==> config.mk <==
export PLATFORM = sky130hd
export DESIGN_NAME = vga_timing_gen
export DESIGN_NICKNAME = d
export VERILOG_FILES = /design/src/rtl/vga_timing_gen.sv
export SDC_FILE = /design/constraint.sdc
export NUM_CORES = 1
export LEC_CHECK = 0
export CELL_PAD_IN_SITES_DETAIL_PLACEMENT = 0
export CELL_PAD_IN_SITES_GLOBAL_PLACEMENT = 1
export CORE_ASPECT_RATIO = 2
export CORE_MARGIN = 2
export CORE_UTILIZATION = 40
export CTS_CLUSTER_DIAMETER = 200
export CTS_CLUSTER_SIZE = 12
export DETAILED_ROUTE_END_ITERATION = 16
export DONT_BUFFER_PORTS = 1
export PLACE_DENSITY_LB_ADDON = 0.1
export SKIP_CTS_REPAIR_TIMING = 1
export SYNTH_ARGS = -nofsm -noshare
export SYNTH_HDL_FRONTEND = slang
export SYNTH_SLANG_ARGS = --single-unit
export TNS_END_PERCENT = 10
==> constraint.sdc <==
create_clock -name clk -period 3.21 [get_ports clk]
set_input_delay 0.321 -clock clk [delete_from_list [all_inputs] [get_ports clk]]
set_output_delay 0.321 -clock clk [all_outputs]
set_load 0.01 [all_outputs]
==> src/rtl/vga_timing_gen.sv <==
// rtl/vga_timing_gen.sv - VGA raster timing source (hcount/vcount, syncs, blanks, frame start)
//
// Purpose: head of the pixel pipeline. Walks the raster one pixel per enabled
// clock and produces the timing every downstream stage forwards unchanged.
// Default timing is SVGA 800x600@60 Hz at a 40 MHz pixel clock.
//
// Ports:
//   clk          in   pixel clock
//   rst          in   asynchronous reset, active-high
//   en           in   advance enable; 0 holds every output (frame_start drops to 0)
//   hcount_out   out  [10:0] horizontal position, 0..H_TOTAL-1
//   vcount_out   out  [10:0] vertical position, 0..V_TOTAL-1
//   hsync_out    out  horizontal sync, active level HS_POL
//   vsync_out    out  vertical sync, active level VS_POL
//   hblnk_out    out  1 while hcount_out >= H_ACTIVE
//   vblnk_out    out  1 while vcount_out >= V_ACTIVE
//   frame_start  out  one-cycle pulse when the counters wrap to (0,0)

module vga_timing_gen #(
   parameter int   H_ACTIVE = 800,
   parameter int   H_FP     = 40,
   parameter int   H_SYNC   = 128,
   parameter int   H_BP     = 88,
   parameter int   V_ACTIVE = 600,
   parameter int   V_FP     = 1,
   parameter int   V_SYNC   = 4,
   parameter int   V_BP     = 23,
   parameter logic HS_POL   = 1'b1,
   parameter logic VS_POL   = 1'b1
) (
   input  logic        clk,
   input  logic        rst,
   input  logic        en,
   output logic [10:0] hcount_out,
   output logic [10:0] vcount_out,
   output logic        hsync_out,
   output logic        vsync_out,
   output logic        hblnk_out,
   output logic        vblnk_out,
   output logic        frame_start
);

   localparam int H_TOTAL = H_ACTIVE + H_FP + H_SYNC + H_BP;
   localparam int V_TOTAL = V_ACTIVE + V_FP + V_SYNC + V_BP;

   // Counters are 11 bits wide; anything larger cannot be represented.
   generate
      if (H_TOTAL > 2048 || V_TOTAL > 2048) begin : g_bad_timing
         $error("vga_timing_gen: H_TOTAL or V_TOTAL exceeds 2048");
      end
   endgenerate

   localparam logic [10:0] H_LAST    = 11'(H_TOTAL - 1);
   localparam logic [10:0] V_LAST    = 11'(V_TOTAL - 1);
   localparam logic [10:0] H_ACT     = 11'(H_ACTIVE);
   localparam logic [10:0] V_ACT     = 11'(V_ACTIVE);
   localparam logic [10:0] HS_FIRST  = 11'(H_ACTIVE + H_FP);
   localparam logic [10:0] HS_LAST   = 11'(H_ACTIVE + H_FP + H_SYNC - 1);
   localparam logic [10:0] VS_FIRST  = 11'(V_ACTIVE + V_FP);
   localparam logic [10:0] VS_LAST   = 11'(V_ACTIVE + V_FP + V_SYNC - 1);

   logic        h_last;
   logic        v_last;
   logic [10:0] h_next;
   logic [10:0] v_next;
   logic        hs_act_next;
   logic        vs_act_next;

   // Flags are derived from the next counter values so that, once registered,
   // they line up with the counters they describe.
   always_comb begin
      h_last = (hcount_out == H_LAST);
      v_last = (vcount_out == V_LAST);
      h_next = h_last ? 11'd0 : hcount_out + 11'd1;
      if (h_last)
         v_next = v_last ? 11'd0 : vcount_out + 11'd1;
      else
         v_next = vcount_out;
      hs_act_next = (h_next >= HS_FIRST) && (h_next <= HS_LAST);
      vs_act_next = (v_next >= VS_FIRST) && (v_next <= VS_LAST);
   end

   always_ff @(posedge clk or posedge rst) begin
      if (rst) begin
         hcount_out  <= 11'd0;
         vcount_out  <= 11'd0;
         hsync_out   <= ~HS_POL;
         vsync_out   <= ~VS_POL;
         hblnk_out   <= 1'b0;
         vblnk_out   <= 1'b0;
         frame_start <= 1'b0;
      end else if (en) begin
         hcount_out  <= h_next;
         vcount_out  <= v_next;
         hsync_out   <= hs_act_next ? HS_POL : ~HS_POL;
         vsync_out   <= vs_act_next ? VS_POL : ~VS_POL;
         hblnk_out   <= (h_next >= H_ACT);
         vblnk_out   <= (v_next >= V_ACT);
         frame_start <= h_last && v_last;
      end else begin
         // Holding everything else, but the pulse must not stretch across stalls.
         frame_start <= 1'b0;
      end
   end

endmodule

# --- Word-level counts from Yosys, hierarchy flattened ---
# Cells that the tools add are included.
classes:
  add_sub_neg: 2
  order_cmp: 6
  eq_ne: 2
  mux: 6
  reduce_logical: 3
ops:
  columns: ["operator", "count"]
  rows:
  - ["$ge 11x10->1 const B", 4]
  - ["$mux 11", 3]
  - ["$add 11x1->11 const B", 2]
  - ["$le 11x10->1 const B", 2]
  - ["$eq 11x10->1 const B", 1]
  - ["$eq 11x11->1 const B", 1]
  - ["$logic_and 1x1->1", 3]
  - ["$mux 1", 3]
word_totals:
  ff_bits: 27
  input_bits: 3

# --- Logic depth before layout (Yosys ltp) ---
# Gate-level depths: netlist of run 1.
logic_depth:
  word_depth: 6
  mapped_depth: 9
  depth_no_buf: 8

# --- Least setup slack after synthesis of run 1 ---
# Ideal clock, no wire load.
synth_timing:
  path_type: "reg-to-reg"
  from: "register hcount_out[1]"
  to: "register vsync_out"
  setup_ps: 129
  arrival_time_ps: 2545
  required_time_ps: 3081
  path_slack_ps: 536
  path_stages_with_launch: 10
  n_path_buf: 1
  synth_period_minus_slack_ps: 2674
  cell_sequence: "dfrtp_1 -> ha_1 -> nand4_2 -> or4_1 -> buf_2 -> or4_4 -> a21oi_2 -> a211oi_1 -> o311ai_2 -> o21ai_1"
synth_between:
  elab_chain_cells: 5
  word_cells_on_any_way: 6
  classes_between: "order compare (2); eq/ne (1); mux (2); reduce/logical (1)"
synth_rtl:
  columns: ["element", "line_no", "rtl"]
  rows:
  - ["from (decl)", "34", "output logic [10:0] hcount_out,"]
  - ["from (signal assigned)", "93", "hcount_out <= h_next;"]
  - ["$eq 11x11->1 *", "72", "h_last = (hcount_out == H_LAST);"]
  - ["$mux 11 *", "75", "if (h_last)"]
  - ["$ge 11x10->1 or $le 11x10->1 (tied branches)", "80", "vs_act_next = (v_next >= VS_FIRST) && (v_next <= VS_LAST);"]
  - ["$logic_and 1x1->1 *", "80", null]
  - ["$mux 1 *", "96", "vsync_out <= vs_act_next ? VS_POL : ~VS_POL;"]
  - ["to (signal assigned)", "88", "vsync_out <= ~VS_POL;"]
  - ["to (signal assigned)", "96", null]
  - ["to (decl)", "37", "output logic vsync_out,"]
# Mark *: on every way between the ends. The rest lies on a longest branch, timed or not.
# A chain may end at the register's enable or synchronous reset.

# --- Worst setup path after layout of run 1 ---
# Ends and elaborated chain as after synthesis.

==> results.md, run 1 <==
- The commonest register cell after synthesis is dfrtp_1.
- Entering global routing, the biggest net connects 29 pins.
- The number of DRC markers in iteration 0 is 80.
- The count of endpoints failing hold in the final timing report is 0.
- The congestion estimate from routability-driven global placement came to 0.946.
- The adder-cell share of the synthesized area is 2.02%.
- The final critical-path required period is 2.97 ns.
- Setup violations remaining at the end of the flow were counted as 0.
- The static leakage is 0.737 nW.
- The critical path goes through ha_1 -> nand4_2 -> or4_1 -> or4_4 -> a21oi_2 -> a211oi_1 -> o311ai_2 -> o21ai_1.
- For this design, the slowest cell found on the critical path is or4_1.
- The via count is 1634.
- The type of the most critical hold path is input port to flop.
- The die area is 5230 sq um.
- The area added between synthesis and finish is 4.18%.
- The initial utilization of the core area, before any placement, comes to 40.7%.
- The via density per instance is 6.14.
- The worst path uses 92.7% of the clock period.
- The number of synthesized flops with an enable pin is 0.
- Setup repair after global routing left no endpoint under its margin.
- The y dimension of the die is 100 um.
- TritonCTS built the clock tree.
- For this run, the post-layout net count is 218.
- The total area inside the core boundary comes to 4550 sq um.
- The register area share after synthesis is 36.4%.
- The filler cells instantiated in the layout total 472.
- Input and output buffers added on the ports amount to 0.
- Summing all multi-input logic gate instances after layout gives 1060 sq um.
- The critical path is of the flop to flop type.
- Data on the critical path is required at its endpoint by 3.37 ns.
- The number of buffers on the longest clock path is 2.
- In the final routed layout, each cell accounts on average for 19.2 um.
- The largest single stage delay on the critical path is 0.68 ns.
- Timing would allow up to 0.336 GHz.
- The total power after layout is 0.000935 W.
- The total inserted antenna cells is 0.
- The number of rows in the core area is 35.
- The synthesized area per cell is 8.66 sq um.
- The post-detailed-route DRC marker count is 0.
- The post-layout instance count excluding filler cells is 266.
- Global routing used 22.2% of the available met1 tracks.
- Counting flops and latches in the post-synthesis netlist gives 27.
- The max-capacitance violation count is 0.
- The detailed placement HPWL is 3.92 mm.
- Counting both buffers and inverters, the worst setup path holds a total of 0.
- The total number of H-tree levels is 1.
- The global-route total usage across every layer is 21.1%.
- The leading cell type in the layout, fill and taps excluded is dfrtp_1.
- Buffers inserted during clock tree synthesis total 3.
- The kind of cell adding the most delay to the critical path is simple AND/OR/NAND/NOR gates.
- The first global-routing pass estimated 8.34 mm of wire.
- The count of mapped cells out of synthesis is 214.
- The detailed-route wire length is 5.11 mm.
- The maximum fanout along the worst path is 7.
- The share of synthesized area spent on multiplexers is 1.69%.
- The count of final max-slew check failures was 0.
- Headroom to the max-slew limit came out at 25.1%.
- The final global-route overflow total is 0.
- The number of nets produced by synthesis is 220.
- The sequential cell area in the final layout is 676 sq um.
- In this run the remaining antenna-violating nets after routing total 0.
- The clock-pin slew on the worst setup and hold paths is 0.10 ns.
- The die is 52.1 um wide.
- Summing the areas of all compound-gate instances in the mapped netlist gives 17.5% of the synthesized area.
- CTS saw 27 sinks.
- The worst hold slack after final layout is 0.122 ns.
- The power density over the cells is 484 nW/um^2.
- After global routing, the most crowded layer is met2.
- The first detailed-routing pass ran for 4 iterations.
- Clock latency on the worst-skew pair, taken at its later pin, is 0.27 ns.
- The simple logic cell fraction of the synthesized area is 29.1%.
- The run finished with clean final reports.
- The number of global-route vias before repair came to 1678.
- The highest ir drop seen on vdd is 234 uV.
- The worst-margin pin slew is 1.12 ns.
- The fraction of final layout cells with drive strength greater than 1 is 8.53%.
- The arrival time at the worst endpoint is 3.13 ns.
- The share of the synthesized netlist area taken by xor and xnor gates is 7.09%.
- Yosys printed 0 warnings.
- In the global route stage, met2 resource usage came out at 40.1%.
- The worst setup path is launched from a flop.
- Leaving out fill and tap cells, the most frequent cells in the layout are 27 x dfrtp_1, 24 x nand2_1, 18 x o21ai_0.
- The final sum of negative setup slack is 0 ns.
- The cell at the root of the clock tree is clkbuf_8.
- The number of top-level pins is 30.
- Summing every instance area after synthesis gives 1850 sq um.
- The number of antenna violations at the first check in global routing was 0.
- STA classifies the critical path endpoint as a flop.
- By area, the combinational part of the netlist is dominated by simple AND/OR/NAND/NOR gates.
- The number of distinct library cells after synthesis is 53.
- The number of placed instances with taps included is 262.
- The final clock skew is 0.00261 ns.
- For met3 alone, demand over resource in global routing was 2.53%.
- The fraction of synthesis flops using an asynchronous set or reset pin is 100%.
-- final cells by class --
| cell class | count | area share [%] |
|---|---|---|
| tap | 55 | 3.56 |
| timing repair buffer | 7 | 2.72 |
| multi-input combinational | 166 | 55.1 |
| clock buffer | 4 | 2.33 |
| sequential | 27 | 35.0 |
| inverter | 7 | 1.36 |
-- through the flow --
step	utilization [%]	setup WS, ns	area, sq um
5_1_grt	42.4	0.0476	1930
6_report	42.4	0.236	1930
4_1_cts	42.4	0.219	1930
3_3_place_gp	41.4	0.323	1890
2_1_floorplan	-	0.536	1850
3_5_place_dp	41.4	0.237	1890
-- cell usage after synthesis, types with 2 or more instances --
cell,number,share of area [%]
dfrtp_1,27,36
nand2_1,24,4.9
o21ai_0,18,4.9
nor2_1,15,3.0
xnor2_1,13,6.1
nand3_1,10,2.7
nand4_1,8,2.7
a21oi_1,6,1.6
clkbuf_1,6,1.2
inv_1,6,1.2
and3_1,5,1.7
and2_1,4,1.3
and4_1,4,1.9
a211oi_1,3,1.2
a31oi_1,3,1.0
a32oi_1,3,1.4
buf_4,3,1.2
buf_6,3,1.8
ha_1,3,2.0
nand2b_1,3,1.0
nor2b_1,3,1.0
nor3_1,3,0.81
nor4_1,3,1.0
o31ai_1,3,1.2
buf_2,2,0.54
mux2i_1,2,1.1
nand3b_1,2,0.81
nor4b_1,2,0.94
or3_1,2,0.67
xor2_1,2,0.94
-- registers in the layout, summed over array words and instances (netlist names) --
signal and flops:
hsync_out 1, hcount_out 11, vcount_out 11, hblnk_out 1, frame_start 1, vblnk_out 1, vsync_out 1
-- layer usage --
metal	up-vias	part of all wire, %
li1	779	-
met1	807	36
met2	37	57
met3	11	3.5
met4	0	2.9
met5	-	0
-- worst register-to-register path, delay by kind of cell (launching register included) --
kind                       cells  cell delay, ns
DFF                            1            0.48
AOI/OAI and AO/OA              4            0.61
adders and majority gates      1            0.35
and+or+nand+nor                3            1.43
-- final timing paths --
| path | startpoint | to | slack (ns) | cells past startpoint |
|---|---|---|---|---|
| max | hcount_out[1]$_DFFE_PP0P_ | vsync_out$_DFFE_PP0P_ | 0.24 | 8 |
| max in group asynchronous | rst | hcount_out[7]$_DFFE_PP0P_ | 2.32 | 1 |
| min | en | vcount_out[2]$_DFFE_PP0P_ | 0.12 | 1 |
| max reg2reg | hcount_out[1]$_DFFE_PP0P_ | vsync_out$_DFFE_PP0P_ | 0.24 | 8 |
| min reg2reg | vblnk_out$_DFFE_PP0P_ | vblnk_out$_DFFE_PP0P_ | 0.59 | 1 |
| min in group asynchronous | rst | hcount_out[3]$_DFFE_PP0P_ | 0.21 | 1 |
-- logic make-up (layout without fill, tap and decap cells) --
family	after synthesis	in the layout
buf+inv	21	18
fa+ha+maj	3	3
flops	27	27
xor+xnor	15	15
mux	3	3
simple gates	96	96
compound gates	49	49
-- power breakdown --
part | total (W) | internal [W] | switching [W]
Clock | 0.000202 | 0.0000891 | 0.000113
Combinational | 0.000277 | 0.000110 | 0.000168
Sequential | 0.000456 | 0.000380 | 0.0000755
Power figures use the tool's default switching activity.
==> run 2, diff against run 1 <==
==> constraint.sdc (replaced) <==
create_clock -name clk -period 2.7 [get_ports clk]
set_input_delay 0.27 -clock clk [delete_from_list [all_inputs] [get_ports clk]]
set_output_delay 0.27 -clock clk [all_outputs]
set_load 0.01 [all_outputs]
==> results.md, run 2 (synthesis results as in run 1) <==
- The number of buffers on the longest clock path is 2 (unchanged).
- The initial cell density of the core was 40.7% (unchanged).
- The final clock skew is 0.0106 ns (+0.00803 ns).
- STA classifies the critical path startpoint as a flop.
- The chip width is 52.1 um (unchanged).
- The number of setup violations in the final report was 0 (unchanged).
- The endpoint required time on the critical path is 2.93 ns (-0.44 ns).
- The setup path with the least slack is of type flop to flop.
- The clock-pin slew on the worst setup and hold paths was 0.10 ns (about the same).
- The max-capacitance violation count is 0 (unchanged).
- In this run the most critical hold path is launched from en.
- The tightest min-delay check is of the input port to flop type.
- The number of sinks driven by the clock tree was 27 (unchanged).
- The placeable core area came to 4550 sq um (unchanged).
- The maximum fanout along the worst path is 5 (-2).
- The top cell types in the final layout, fill and taps aside, are 27 x dfrtp_1, 24 x nand2_1, 21 x buf_4.
- In this run the critical register-to-register path is launched from hcount_out[8]$_DFFE_PP0P_.
- TritonCTS built the clock tree.
- The highest ir drop seen on vdd is 295 uV (+26%).
- The peak clock frequency supported by timing came to 0.387 GHz (+15%).
- The post-detailed-route DRC marker count came to 0 (unchanged).
- The global-route wire length before repair came to 8.64 mm (+3.6%).
- The total clock buffers created by CTS was 3 (unchanged).
- The power density over the cells is 559 nW/um^2 (+15%).
- The detailed placement HPWL was 4.05 mm (+3.4%).
- The slowest stage of the critical path belongs to the cell or4_4.
- The number of global-route vias before repair is 1733 (+3.3%).
- The routed length per instance is 18.7 um (-2.6%).
- The detailed-route wire length is 5.26 mm (+2.9%).
- The worst-margin pin slew came to 1.09 ns (-0.0306 ns).
- The total of buffers placed on input and output ports is 0 (unchanged).
- Walking the worst path, the cells encountered are or3b_4 -> or4_1 -> or4_4 -> a21oi_2 -> a211oi_1 -> o311ai_2 -> o22a_1.
- Setup repair after global routing left no endpoint under its margin.
- The via count is 1669 (+2.1%).
- The count of endpoints failing hold in the final timing report came to 0 (unchanged).
- The total number of H-tree levels is 1 (unchanged).
- The sequential cell area in the final layout is 676 sq um (unchanged).
- The final critical-path required period is 2.58 ns (-0.389 ns).
- The y dimension of the die was 100 um (unchanged).
- The count of antenna-violating nets left after detailed routing is 0 (unchanged).
- The number of antenna violations at the first check in global routing was 0 (unchanged).
- The final sum of negative setup slack was 0 ns (unchanged).
- The biggest cell delay along the critical path is 0.53 ns (-0.15 ns).
- The kind of cell with the highest combined delay along the critical path is simple AND/OR/NAND/NOR gates.
- The later-pin clock latency in the skew report is 0.28 ns (about the same).
- The startpoint of the worst setup timing path is hcount_out[8]$_DFFE_PP0P_.
- The arrival time at the worst endpoint is 2.81 ns (-0.32 ns).
- The sum of buffers and inverters on the critical path was 0 (unchanged).
- The relative slew slack is 27.2% (+2.0 points).
- The area of combinational cells with multiple inputs is 1060 sq um (unchanged).
- The largest registers in the layout are hcount_out (11), vcount_out (11).
- The number of top-level pins is 30 (unchanged).
- The via density per instance is 5.94 (-3.3%).
- The library cell used most frequently in the layout, excluding fill and tap cells, is dfrtp_1.
- The number of fill cells in the layout is 473 (+0.21%).
- STA classifies the critical path endpoint as a flop.
- The tree is rooted in a clkbuf_8.
- The die area was 5230 sq um (unchanged).
- The flow ran to the end, and the final reports show no timing, DRC or antenna violations.
- The number of rows in the core area came to 35 (unchanged).
- The ratio of final minimum period to clock period is 95.7% (+3.1 points).
- The largest net degree at the start of global routing is 29 (unchanged).
- The number of DRC markers in iteration 0 is 31 (-61%).
- The net total in the final layout was 233 (+6.9%).
- The static leakage is 0.816 nW (+11%).
- The total power after layout is 0.00115 W (+23%).
- The routability congestion estimate is 0.901 (-4.7%).
- The fraction of final layout cells with drive strength greater than 1 was 15.0% (+6.5 points).
- The first-pass iteration count of the detailed router is 4 (unchanged).
- The count of final max-slew check failures came to 0 (unchanged).
- The final global-route overflow total is 0 (unchanged).
- The total inserted antenna cells is 0 (unchanged).
- The global-route total usage across every layer is 21.9% (+0.75 points).
- The area added between synthesis and finish is 11.0%.
[run 2: cell types whose count changed in the layout (fill, tap and decap cells not counted), sizes merged]
cell,delta
buf,+15
clkbuf,-1
clkinv,+1
[run 2: metrics by stage]
stage               hold WS [ns]  std cells  util [%]  cell area, sq um  setup slack [ns]
floorplan                  0.323        214         -              1850            0.0260
finish                    0.0632        281      45.2              2060             0.115
CTS                       0.0565        281      45.2              2060             0.117
global route              0.0547        281      45.2              2060            0.0226
global placement           0.362        277      44.2              2010             0.164
detailed placement         0.366        277      44.2              2010             0.146
[run 2: final cells by class]
| cell class | count | share of cell area [%] |
|---|---|---|
| clock inverters | 1 | 0.243 |
| well taps | 55 | 3.34 |
| repair buffers | 22 | 8.63 |
| flip-flops and latches | 27 | 32.8 |
| multi-input cells | 166 | 51.7 |
| clock buffers | 3 | 2.01 |
| inverters | 7 | 1.28 |
[run 2: final timing paths]
kind | end | slack [ns] | cells past startpoint
min in group asynchronous | hcount_out[2]$_DFFE_PP0P_ | 0.14 | 1
hold reg to reg | vblnk_out$_DFFE_PP0P_ | 0.60 | 1
max in group asynchronous | hblnk_out$_DFFE_PP0P_ | 1.89 | 1
setup / recovery | vblnk_out$_DFFE_PP0P_ | 0.12 | 7
setup reg to reg | vblnk_out$_DFFE_PP0P_ | 0.12 | 7
hold / removal | vcount_out[2]$_DFFE_PP0P_ | 0.06 | 1
[run 2: layer usage]
| metal | vias to the layer above | global-route usage [%] | share of wire (%) |
|---|---|---|---|
| met4 | 0 | 9.66 | 3.5 |
| met1 | 809 | 24.4 | 37 |
| met5 | - | 0 | 0 |
| met3 | 13 | 2.68 | 3.4 |
| li1 | 804 | - | - |
| met2 | 43 | 39.8 | 56 |
[run 2: where the power goes]
group	internal (W)	switching (W)	total (W)
sequential	0.000453	0.0000380	0.000491
combinational	0.000166	0.000258	0.000424
clock	0.000104	0.000132	0.000235
